File: src/rtl/parameterized_assoc_cache_controller.sv
// Two-way set-associative write-back/write-allocate cache controller.
// Each way is a storage slice; the top holds the FSM, per-set LRU bits and the memory handshake.

module assoc_cache_way #(
    parameter int INDEX_BITS = 4,
    parameter int TAG_W      = 8,
    parameter int DATA_WIDTH = 32
) (
    input  logic                  clk,
    input  logic                  rsta,
    input  logic [INDEX_BITS-1:0] idx,
    input  logic                  we,
    input  logic [TAG_W-1:0]      wtag,
    input  logic [DATA_WIDTH-1:0] wdata,
    input  logic                  wdirty,
    output logic                  vld,
    output logic                  dty,
    output logic [TAG_W-1:0]      tag,
    output logic [DATA_WIDTH-1:0] data
);
    localparam int SETS = 1 << INDEX_BITS;

    logic [SETS-1:0]       vld_q, dty_q;
    logic [TAG_W-1:0]      tag_q  [SETS];
    logic [DATA_WIDTH-1:0] data_q [SETS];

    always_ff @(posedge clk or negedge rsta) begin
        if (!rsta) begin
            vld_q <= '0;
            dty_q <= '0;
        end else if (we) begin
            vld_q[idx] <= 1'b1;
            dty_q[idx] <= wdirty;
        end
    end

    // Tag/data carry no reset; the valid bit gates every use of them.
    always_ff @(posedge clk) begin
        if (we) begin
            tag_q[idx]  <= wtag;
            data_q[idx] <= wdata;
        end
    end

    assign vld  = vld_q[idx];
    assign dty  = dty_q[idx];
    assign tag  = tag_q[idx];
    assign data = data_q[idx];
endmodule

module parameterized_assoc_cache_controller #(
    parameter int ADDR_WIDTH = 12,
    parameter int DATA_WIDTH = 32,
    parameter int INDEX_BITS = 4
) (
    input  logic                  clk,
    input  logic                  rsta,
    input  logic                  req,
    input  logic                  wea,
    input  logic [ADDR_WIDTH-1:0] addr,
    input  logic [DATA_WIDTH-1:0] din,
    output logic                  ready,
    output logic                  valid,
    output logic                  hit,
    output logic [DATA_WIDTH-1:0] dout,
    output logic                  mem_req,
    output logic                  mem_we,
    output logic [ADDR_WIDTH-1:0] mem_addr,
    output logic [DATA_WIDTH-1:0] mem_wdata,
    input  logic [DATA_WIDTH-1:0] mem_rdata,
    input  logic                  mem_ack
);
    localparam int TAG_W = ADDR_WIDTH - INDEX_BITS;
    localparam int SETS  = 1 << INDEX_BITS;
    localparam int WAYS  = 2;

    typedef enum logic [1:0] {IDLE, COMPARE, WRITEBACK, FILL} state_t;

    state_t                state;
    logic                  c_we;
    logic [ADDR_WIDTH-1:0] c_addr;
    logic [DATA_WIDTH-1:0] c_din;
    logic                  vic;
    logic [SETS-1:0]       lru;

    logic [INDEX_BITS-1:0] c_idx;
    logic [TAG_W-1:0]      c_tag;
    assign c_idx = c_addr[INDEX_BITS-1:0];
    assign c_tag = c_addr[ADDR_WIDTH-1:INDEX_BITS];

    logic [WAYS-1:0]                 way_vld, way_dty, match, line_we;
    logic [WAYS-1:0][TAG_W-1:0]      way_tag;
    logic [WAYS-1:0][DATA_WIDTH-1:0] way_data;
    logic [DATA_WIDTH-1:0]           line_wdata;
    logic                            hit_way, victim;

    // Hit writes and fills both store the captured tag, so one write port serves both.
    genvar w;
    generate
        for (w = 0; w < WAYS; w++) begin : g_way
            assign match[w]   = way_vld[w] && (way_tag[w] == c_tag);
            assign line_we[w] = ((state == COMPARE) && c_we && match[w]) ||
                                ((state == FILL) && mem_ack && (vic == 1'(w)));
            assoc_cache_way #(
                .INDEX_BITS(INDEX_BITS),
                .TAG_W     (TAG_W),
                .DATA_WIDTH(DATA_WIDTH)
            ) u_way (
                .clk   (clk),
                .rsta  (rsta),
                .idx   (c_idx),
                .we    (line_we[w]),
                .wtag  (c_tag),
                .wdata (line_wdata),
                .wdirty(c_we),
                .vld   (way_vld[w]),
                .dty   (way_dty[w]),
                .tag   (way_tag[w]),
                .data  (way_data[w])
            );
        end
    endgenerate

    assign hit_way = match[1];

    always_comb begin
        victim = lru[c_idx];
        if (!way_vld[0])      victim = 1'b0;
        else if (!way_vld[1]) victim = 1'b1;
        line_wdata = c_din;
        if ((state == FILL) && !c_we) line_wdata = mem_rdata;
    end

    always_ff @(posedge clk or negedge rsta) begin
        if (!rsta) begin
            state     <= IDLE;
            ready     <= 1'b1;
            valid     <= 1'b0;
            hit       <= 1'b0;
            dout      <= '0;
            mem_req   <= 1'b0;
            mem_we    <= 1'b0;
            mem_addr  <= '0;
            mem_wdata <= '0;
            lru       <= '0;
            c_we      <= 1'b0;
            c_addr    <= '0;
            c_din     <= '0;
            vic       <= 1'b0;
        end else begin
            valid <= 1'b0;
            case (state)
                IDLE: begin
                    if (req) begin
                        c_we   <= wea;
                        c_addr <= addr;
                        c_din  <= din;
                        ready  <= 1'b0;
                        state  <= COMPARE;
                    end
                end
                COMPARE: begin
                    if (|match) begin
                        if (!c_we) dout <= way_data[hit_way];
                        lru[c_idx] <= ~hit_way;
                        valid      <= 1'b1;
                        hit        <= 1'b1;
                        ready      <= 1'b1;
                        state      <= IDLE;
                    end else begin
                        vic     <= victim;
                        mem_req <= 1'b1;
                        if (way_vld[victim] && way_dty[victim]) begin
                            mem_we    <= 1'b1;
                            mem_addr  <= {way_tag[victim], c_idx};
                            mem_wdata <= way_data[victim];
                            state     <= WRITEBACK;
                        end else begin
                            mem_we   <= 1'b0;
                            mem_addr <= c_addr;
                            state    <= FILL;
                        end
                    end
                end
                WRITEBACK: begin
                    if (mem_ack) begin
                        mem_we   <= 1'b0;
                        mem_addr <= c_addr;
                        state    <= FILL;
                    end
                end
                FILL: begin
                    if (mem_ack) begin
                        mem_req <= 1'b0;
                        if (!c_we) dout <= mem_rdata;
                        lru[c_idx] <= ~vic;
                        valid      <= 1'b1;
                        hit        <= 1'b0;
                        ready      <= 1'b1;
                        state      <= IDLE;
                    end
                end
                default: state <= IDLE;
            endcase
        end
    end
endmodule
File: config.mk
export PLATFORM = sky130hd
export DESIGN_NAME = parameterized_assoc_cache_controller
export DESIGN_NICKNAME = d
export VERILOG_FILES = /design/src/rtl/parameterized_assoc_cache_controller.sv
export SDC_FILE = /design/constraint.sdc
export NUM_CORES = 2
export LEC_CHECK = 0
export BUFFER_PORTS_ARGS = -buffer_cell sky130_fd_sc_hd__buf_2
export CAP_MARGIN = 30
export CORE_ASPECT_RATIO = 1.5
export CORE_UTILIZATION = 50
export CTS_CLUSTER_DIAMETER = 80
export DETAILED_ROUTE_END_ITERATION = 6
export PLACE_DENSITY = 0.64
export SETUP_SLACK_MARGIN = 0.1
export SLEW_MARGIN = 20
export SYNTH_ARGS = -nofsm -noshare
export SYNTH_HDL_FRONTEND = slang
export SYNTH_SLANG_ARGS = --single-unit
File: constraint.sdc
create_clock -name clk -period 14.9 [get_ports clk]
set_input_delay 2.98 -clock clk [delete_from_list [all_inputs] [get_ports clk]]
set_output_delay 2.98 -clock clk [all_outputs]
set_load 0.05 [all_outputs]
Yosys cells after proc, flatten, opt, wreduce, memory -nomap -nowiden
Memory sizes are Yosys's and may differ from the RTL's.
Index checks and enable logic that the tools add are counted.
- memories: 4
- RAM bits: 1280
- flip-flop bits (word level): 209
- bits of input ports: 81
- logic and storage cells: 136
- bitwise operators: 5
- reductions and logical operators: 28
- equal/unequal tests: 12
- multiplexer cells: 65
- $lt $le $gt $ge: 4
- memory list (name ; words ; width ; read ports ; clocked after memory_dff ; write ports ; line ; source):
    g_way[0].u_way.data_q ; 16 ; 32 ; 1 ; 0 ; 1 ; 25 ; logic [DATA_WIDTH-1:0] data_q [SETS];
    g_way[1].u_way.data_q ; 16 ; 32 ; 1 ; 0 ; 1 ; 25 ;
    g_way[0].u_way.tag_q ; 16 ; 8 ; 1 ; 0 ; 1 ; 24 ; logic [TAG_W-1:0] tag_q [SETS];
    g_way[1].u_way.tag_q ; 16 ; 8 ; 1 ; 0 ; 1 ; 24 ;
- operator list (kind ; number):
    $mux 32 ; 9
    $bwmux 16 ; 4
    $pmux 32 s2 ; 1
    $mux 12 ; 3
    $mux 16 ; 2
    $or 16x16->16 ; 2
    $pmux 16 s2 ; 1
    $mux 1 ; 26
    $pmux 12 s2 ; 1
    $bmux 1 s4 ; 5
    $eq 8x8->1 ; 2
    $mux 8 ; 2
    $reduce_and 3->1 ; 5
    $ne 2x2->1 const B ; 6
    $logic_and 1x1->1 ; 11
    $mux 2 ; 4
    $pmux 1 s2 ; 4
    $pmux 2 s4 ; 1
    $lt 4x5->1 const B ; 1
    $reduce_and 5->1 ; 1
    $demux 1 s4 ; 1
    $eq 2x2->1 const B ; 2
    $ge 4x1->1 const B ; 1
    $lt 1x2->1 const B ; 2
    other kinds (12) ; 17

Longest topological paths before layout
- depth in word-level cells: 10
- gate-level depth with buffers: 16

Modules after synthesis
A second synthesis with hierarchy kept.
- cells, all modules: 2841
- area total of the unflattened synthesis: 58428.5 um^2
- by module, submodules not included (module ; cells each ; times used ; seq. area each (um^2) ; area an instance (um^2)):
    assoc_cache_way at g_way[0].u_way ; 1089 ; 1 ; 20019.2 ; 25365.6
    assoc_cache_way at g_way[1].u_way ; 1089 ; 1 ; 20019.2 ; 25360.6
    parameterized_assoc_cache_controller ; 663 ; 1 ; 3629.7 ; 7702.4

Worst setup path before layout
Ideal clock, no wire load.
- path kind: input port to flip-flop
- from: in mem_ack
- to: mem g_way[0].u_way.data_q[6][0] (enable)
- path slack: 7304 ps
- setup time: 537 ps
- stages on the path: 3
- arrival: 7059 ps
- cell sequence: nor3b_1 a31oi_1 nor4_1
- cells in the longest elaborated chain, start to end: 5
- RTL lines (what ; line ; source):
    from (decl) ; 71 ; input logic mem_ack
    $logic_and 1x1->1 (2 in series) ; 103 ; ((state == FILL) && mem_ack && (vic == 1'(w)));
    $logic_or 1x1->1 ; 102 ; assign line_we[w] = ((state == COMPARE) && c_we && match[w]) ||
    $mux 1 ; 39 ; if (we) begin
    $mux 1 (implied by the code) ; 41 ; data_q[idx] <= wdata;
    to (decl) ; 25 ;
No other way between the ends.

Worst setup path in the final report
- from: reg c_addr[1]
- to: reg g_way[1].u_way.dty_q[11]
- cells in the longest elaborated chain, start to end: 5
- RTL lines (what ; line ; source):
    from (decl) ; 81 ; logic [ADDR_WIDTH-1:0] c_addr;
    from (signal assigned) ; 156 ; c_addr <= addr;
    $mem_v2 16x8 (tied with other cells) ; -- ;
    $eq 8x8->1 (tied with other cells) ; 101 ; assign match[w] = way_vld[w] && (way_tag[w] == c_tag);
    $logic_and 1x1->1 or $mux 1 (tied branches) ; 101, 33 ;
    $logic_and 1x1->1 or $demux 1 s4 (tied branches) ; -- ;
    $logic_or 1x1->1 or $bwmux 16 (tied branches) ; 102, 33 ;
    to (signal, indexed assignment) ; 33 ; dty_q[idx] <= wdirty;
    to (decl) ; 23 ; logic [SETS-1:0] vld_q, dty_q;
Several ways; a longest one is shown, not always the timed one. The select of a mux whose other input is x is not followed.
A chain may end at the register's enable or synchronous reset.

==> impl_metrics.json <==
{
  "status": "complete, no violations",
  "leakagePower_nw": 22.70,
  "drcViolationCount": 0,
  "power-per-cell-area_nw_per_um2": 223.2,
  "critPathRequiredTime_ns": 15.54,
  "postPlaceCellArea_um2": 62900,
  "post_synth_inst_count": 2913,
  "report.power.total_mw": 15.08,
  "dp.final_hpwl_mm": 90.42,
  "comb_power_share_pct": 37.7,
  "kind_of_critical_path": "flop to flop",
  "finClkSkew_ns": 0.03151,
  "finalWeightedCongestion": 0.8880,
  "crit_path_max_fanout": 119,
  "viasPerCell": 6.345,
  "cts_tree": "built",
  "die-height_um": 426.2,
  "port-buffer-count": 161,
  "grt_remaining_overflow": 0,
  "pwr-share-seq_pct": 38.6,
  "mappedNetlistNets": 2994,
  "p_sw_mw": 5.489,
  "fillerInstances": 8777,
  "relSlewSlack_pct": 28.38,
  "holdCritPathClass": "flop to flop",
  "critPathTopFamily": "buffers and inverters",
  "share_clk_of_total_power_pct": 23.8,
  "timing.final.crit_period_ns": 6.821,
  "first_pass_iters": 5,
  "fmax_ghz": 0.1466,
  "commonest_non_fill_non_tap_cell_in_the_layout": "edfxtp_1",
  "synth_cell_types": 79,
  "cellInternalPower_mw": 9.596,
  "syn_to_final_growth_pct": 12.68,
  "antenna_found_initial": 6,
  "largest_net_degree_at_the_start_of_global_routing": 120,
  "max-cap-violations": 0,
  "max_stage_delay_ns": 0.99,
  "cts-root-to-sink-buffers": 3,
  "critical_path_arrival_ns": 7.46,
  "final.period_utilization_pct": 45.78,
  "worst_slew_pin_slew_ns": 1.074,
  "critical_path.slowest_cell": "dfrtp_4",
  "floorplan.die_area_um2": 121400,
  "cts.root.buffer_cell": "clkbuf_16",
  "crit_cells": 13,
  "fin_worst_hold_slack_ns": 0.4601,
  "sw_frac_of_total_pct": 36.39,
  "r2r.worst_path.cells": 13,
  "unrepaired_setup_endpoints_after_global_routing": "no",
  "grt_pass1_wl_mm": 221.7,
  "ios": 162,
  "power.ir.vdd_worst_mv": 0.2139,
  "number_of_setup_buffers_added_after_cts": 0,
  "fraction_of_final_layout_cells_with_drive_strength_greater_than_1_pct": 33.25,
  "initial_utilization_pct": 50.46,
  "timing.critical_path.from_type": "flop",
  "worst-path-buf-inv": 6,
  "clk-insertion-delay-late_ns": 0.77,
  "clk_pin_slew_worst_paths_ns": 0.07,
  "final_ant_viol_nets": 0,
  "finalWirelength_mm": 153.1,
  "synth_flop_cell": "edfxtp_1",
  "cts_resized": 0,
  "mostFrequentLayoutCells": "edfxtp_1 (1280), mux4_2 (386), dfrtp_1 (204)",
  "syn_avg_cell_area_um2": 20.59,
  "wire_per_inst_um": 31.88,
  "cts-htree-levels": 4,
  "core-area_um2": 118900,
  "rows": 155,
  "globalRouteTotalUtil_pct": 25.62,
  "synth-warning-count": 0,
  "final_cell_area_um2": 67600,
  "number_of_buffers_created_by_cts": 138,
  "hold-path-cell-count": 1,
  "synth_async_sr_flop_share_pct": 14.04,
  "num_vias": 30470,
  "report.final.hold_viol_count": 0,
  "synth-seq-cells": 1489,
  "cts_sinks": 1489,
  "timing_max_transition_violations_final": 0,
  "crit_path_cell_trace": "buf_12, buf_4, buf_16, mux4_2, mux2i_1, xnor2_1, o41a_2, buf_4, or4_1, buf_8, a21boi_4, buf_4, mux2_1",
  "number_of_global_route_vias_before_repair": 31984,
  "synth_enable_flop_cells": 1280,
  "chipWidth_um": 284.8,
  "ys_seq_area_share_pct": 72.80,
  "final.setup.tns_ns": 0,
  "setup_violations": 0,
  "netlist_area_um2": 59990,
  "drt_iter0_drc": 3490,
  "fin_nets": 3201,
  "crit_path_end_kind": "flop",
  "postCtsHoldBufs": 0,
  "timing.critical_path.mode_cell": "buf_4"
}
state kept, by name, summed over array words and instances (netlist names), 12 cells and up, named ones only:
| name | cells |
|---|---|
| g_way.u_way.tag_q | 256 |
| g_way.u_way.data_q | 1024 |
| mem_wdata | 32 |
| g_way.u_way.vld_q | 32 |
| lru | 16 |
| c_addr | 12 |
| dout | 32 |
| mem_addr | 12 |
| g_way.u_way.dty_q | 32 |
| c_din | 32 |
Yosys cell counts, drive strengths merged, types with 33 or more instances:
| master | instances | share of area (%) |
|---|---|---|
| buf | 92 | 0.98 |
| nand3 | 45 | 0.38 |
| edfxtp | 1280 | 64 |
| mux2i | 94 | 1.6 |
| clkbuf | 92 | 0.58 |
| dfrtp | 208 | 8.7 |
| a41oi | 33 | 0.48 |
| mux4 | 387 | 15 |
| o41ai | 35 | 0.54 |
| mux2 | 204 | 3.8 |
| o22ai | 34 | 0.37 |
| inv | 83 | 0.52 |
| nand2 | 66 | 0.41 |
per-layer routing:
metal | vias up | routed length (µm) | track usage [%]
met5 | - | 13 | 0
met4 | 2 | 6368 | 10.71
met3 | 314 | 10730 | 4.364
met2 | 1377 | 78440 | 43.26
met1 | 16341 | 57560 | 32.99
li1 | 12436 | - | -
final timing paths:
kind / slack, ns / end / startpoint
hold / removal: 0.46 / g_way[0].u_way.vld_q[14] / g_way[0].u_way.vld_q[14]
setup reg to reg: 8.08 / g_way[1].u_way.dty_q[11] / c_addr[1]
setup / recovery: 8.08 / g_way[1].u_way.dty_q[11] / c_addr[1]
max in group asynchronous: 11.26 / c_addr[1] / rsta
min in group asynchronous: 2.26 / mem_wdata[1] / rsta
hold reg to reg: 0.46 / g_way[0].u_way.vld_q[14] / g_way[0].u_way.vld_q[14]
power by group through the flow:
stage / logic, mW / registers, mW / clock network, mW
2_1_floorplan: 3.45 / 6.13 / 0
3_3_place_gp: 5.42 / 5.92 / 0
3_5_place_dp: 5.59 / 5.92 / 0
4_1_cts: 5.62 / 5.84 / 3.64
5_1_grt: 5.95 / 5.85 / 3.80
6_report: 5.68 / 5.82 / 3.59
layout make-up:
cell class,count,area (µm²),area share [%]
multi-input cells,1157,15330,22.68
clock inverters,68,623.1,0.9218
flip-flops and latches,1489,43680,64.62
diodes,2,5.005,0.007404
well taps,1570,1964,2.906
inverters,83,311.5,0.4609
repair buffers,251,1695,2.508
clock buffers,182,3985,5.895
kinds of logic (layout without fill, tap and decap cells):
logic type	count (synthesis)	after routing	synth area share, %
other	0	2	0
multiplexers	685	685	19.95
buffers and inverters	267	584	2.079
XOR/XNOR	16	16	0.2336
AO/OA/AOI/OAI	219	219	2.901
AND/OR/NAND/NOR	237	237	2.036
flip-flops	1489	1489	72.80
per-stage QoR:
step	setup slack, ns	utilization (%)	std cells
floorplan	7.304	-	2913
global placement	7.848	52.73	4535
detailed placement	8.123	52.91	4546
CTS	8.073	56.78	4796
finish	8.079	56.86	4802
global route	7.867	56.86	4801
Power figures use the tool's default switching activity.
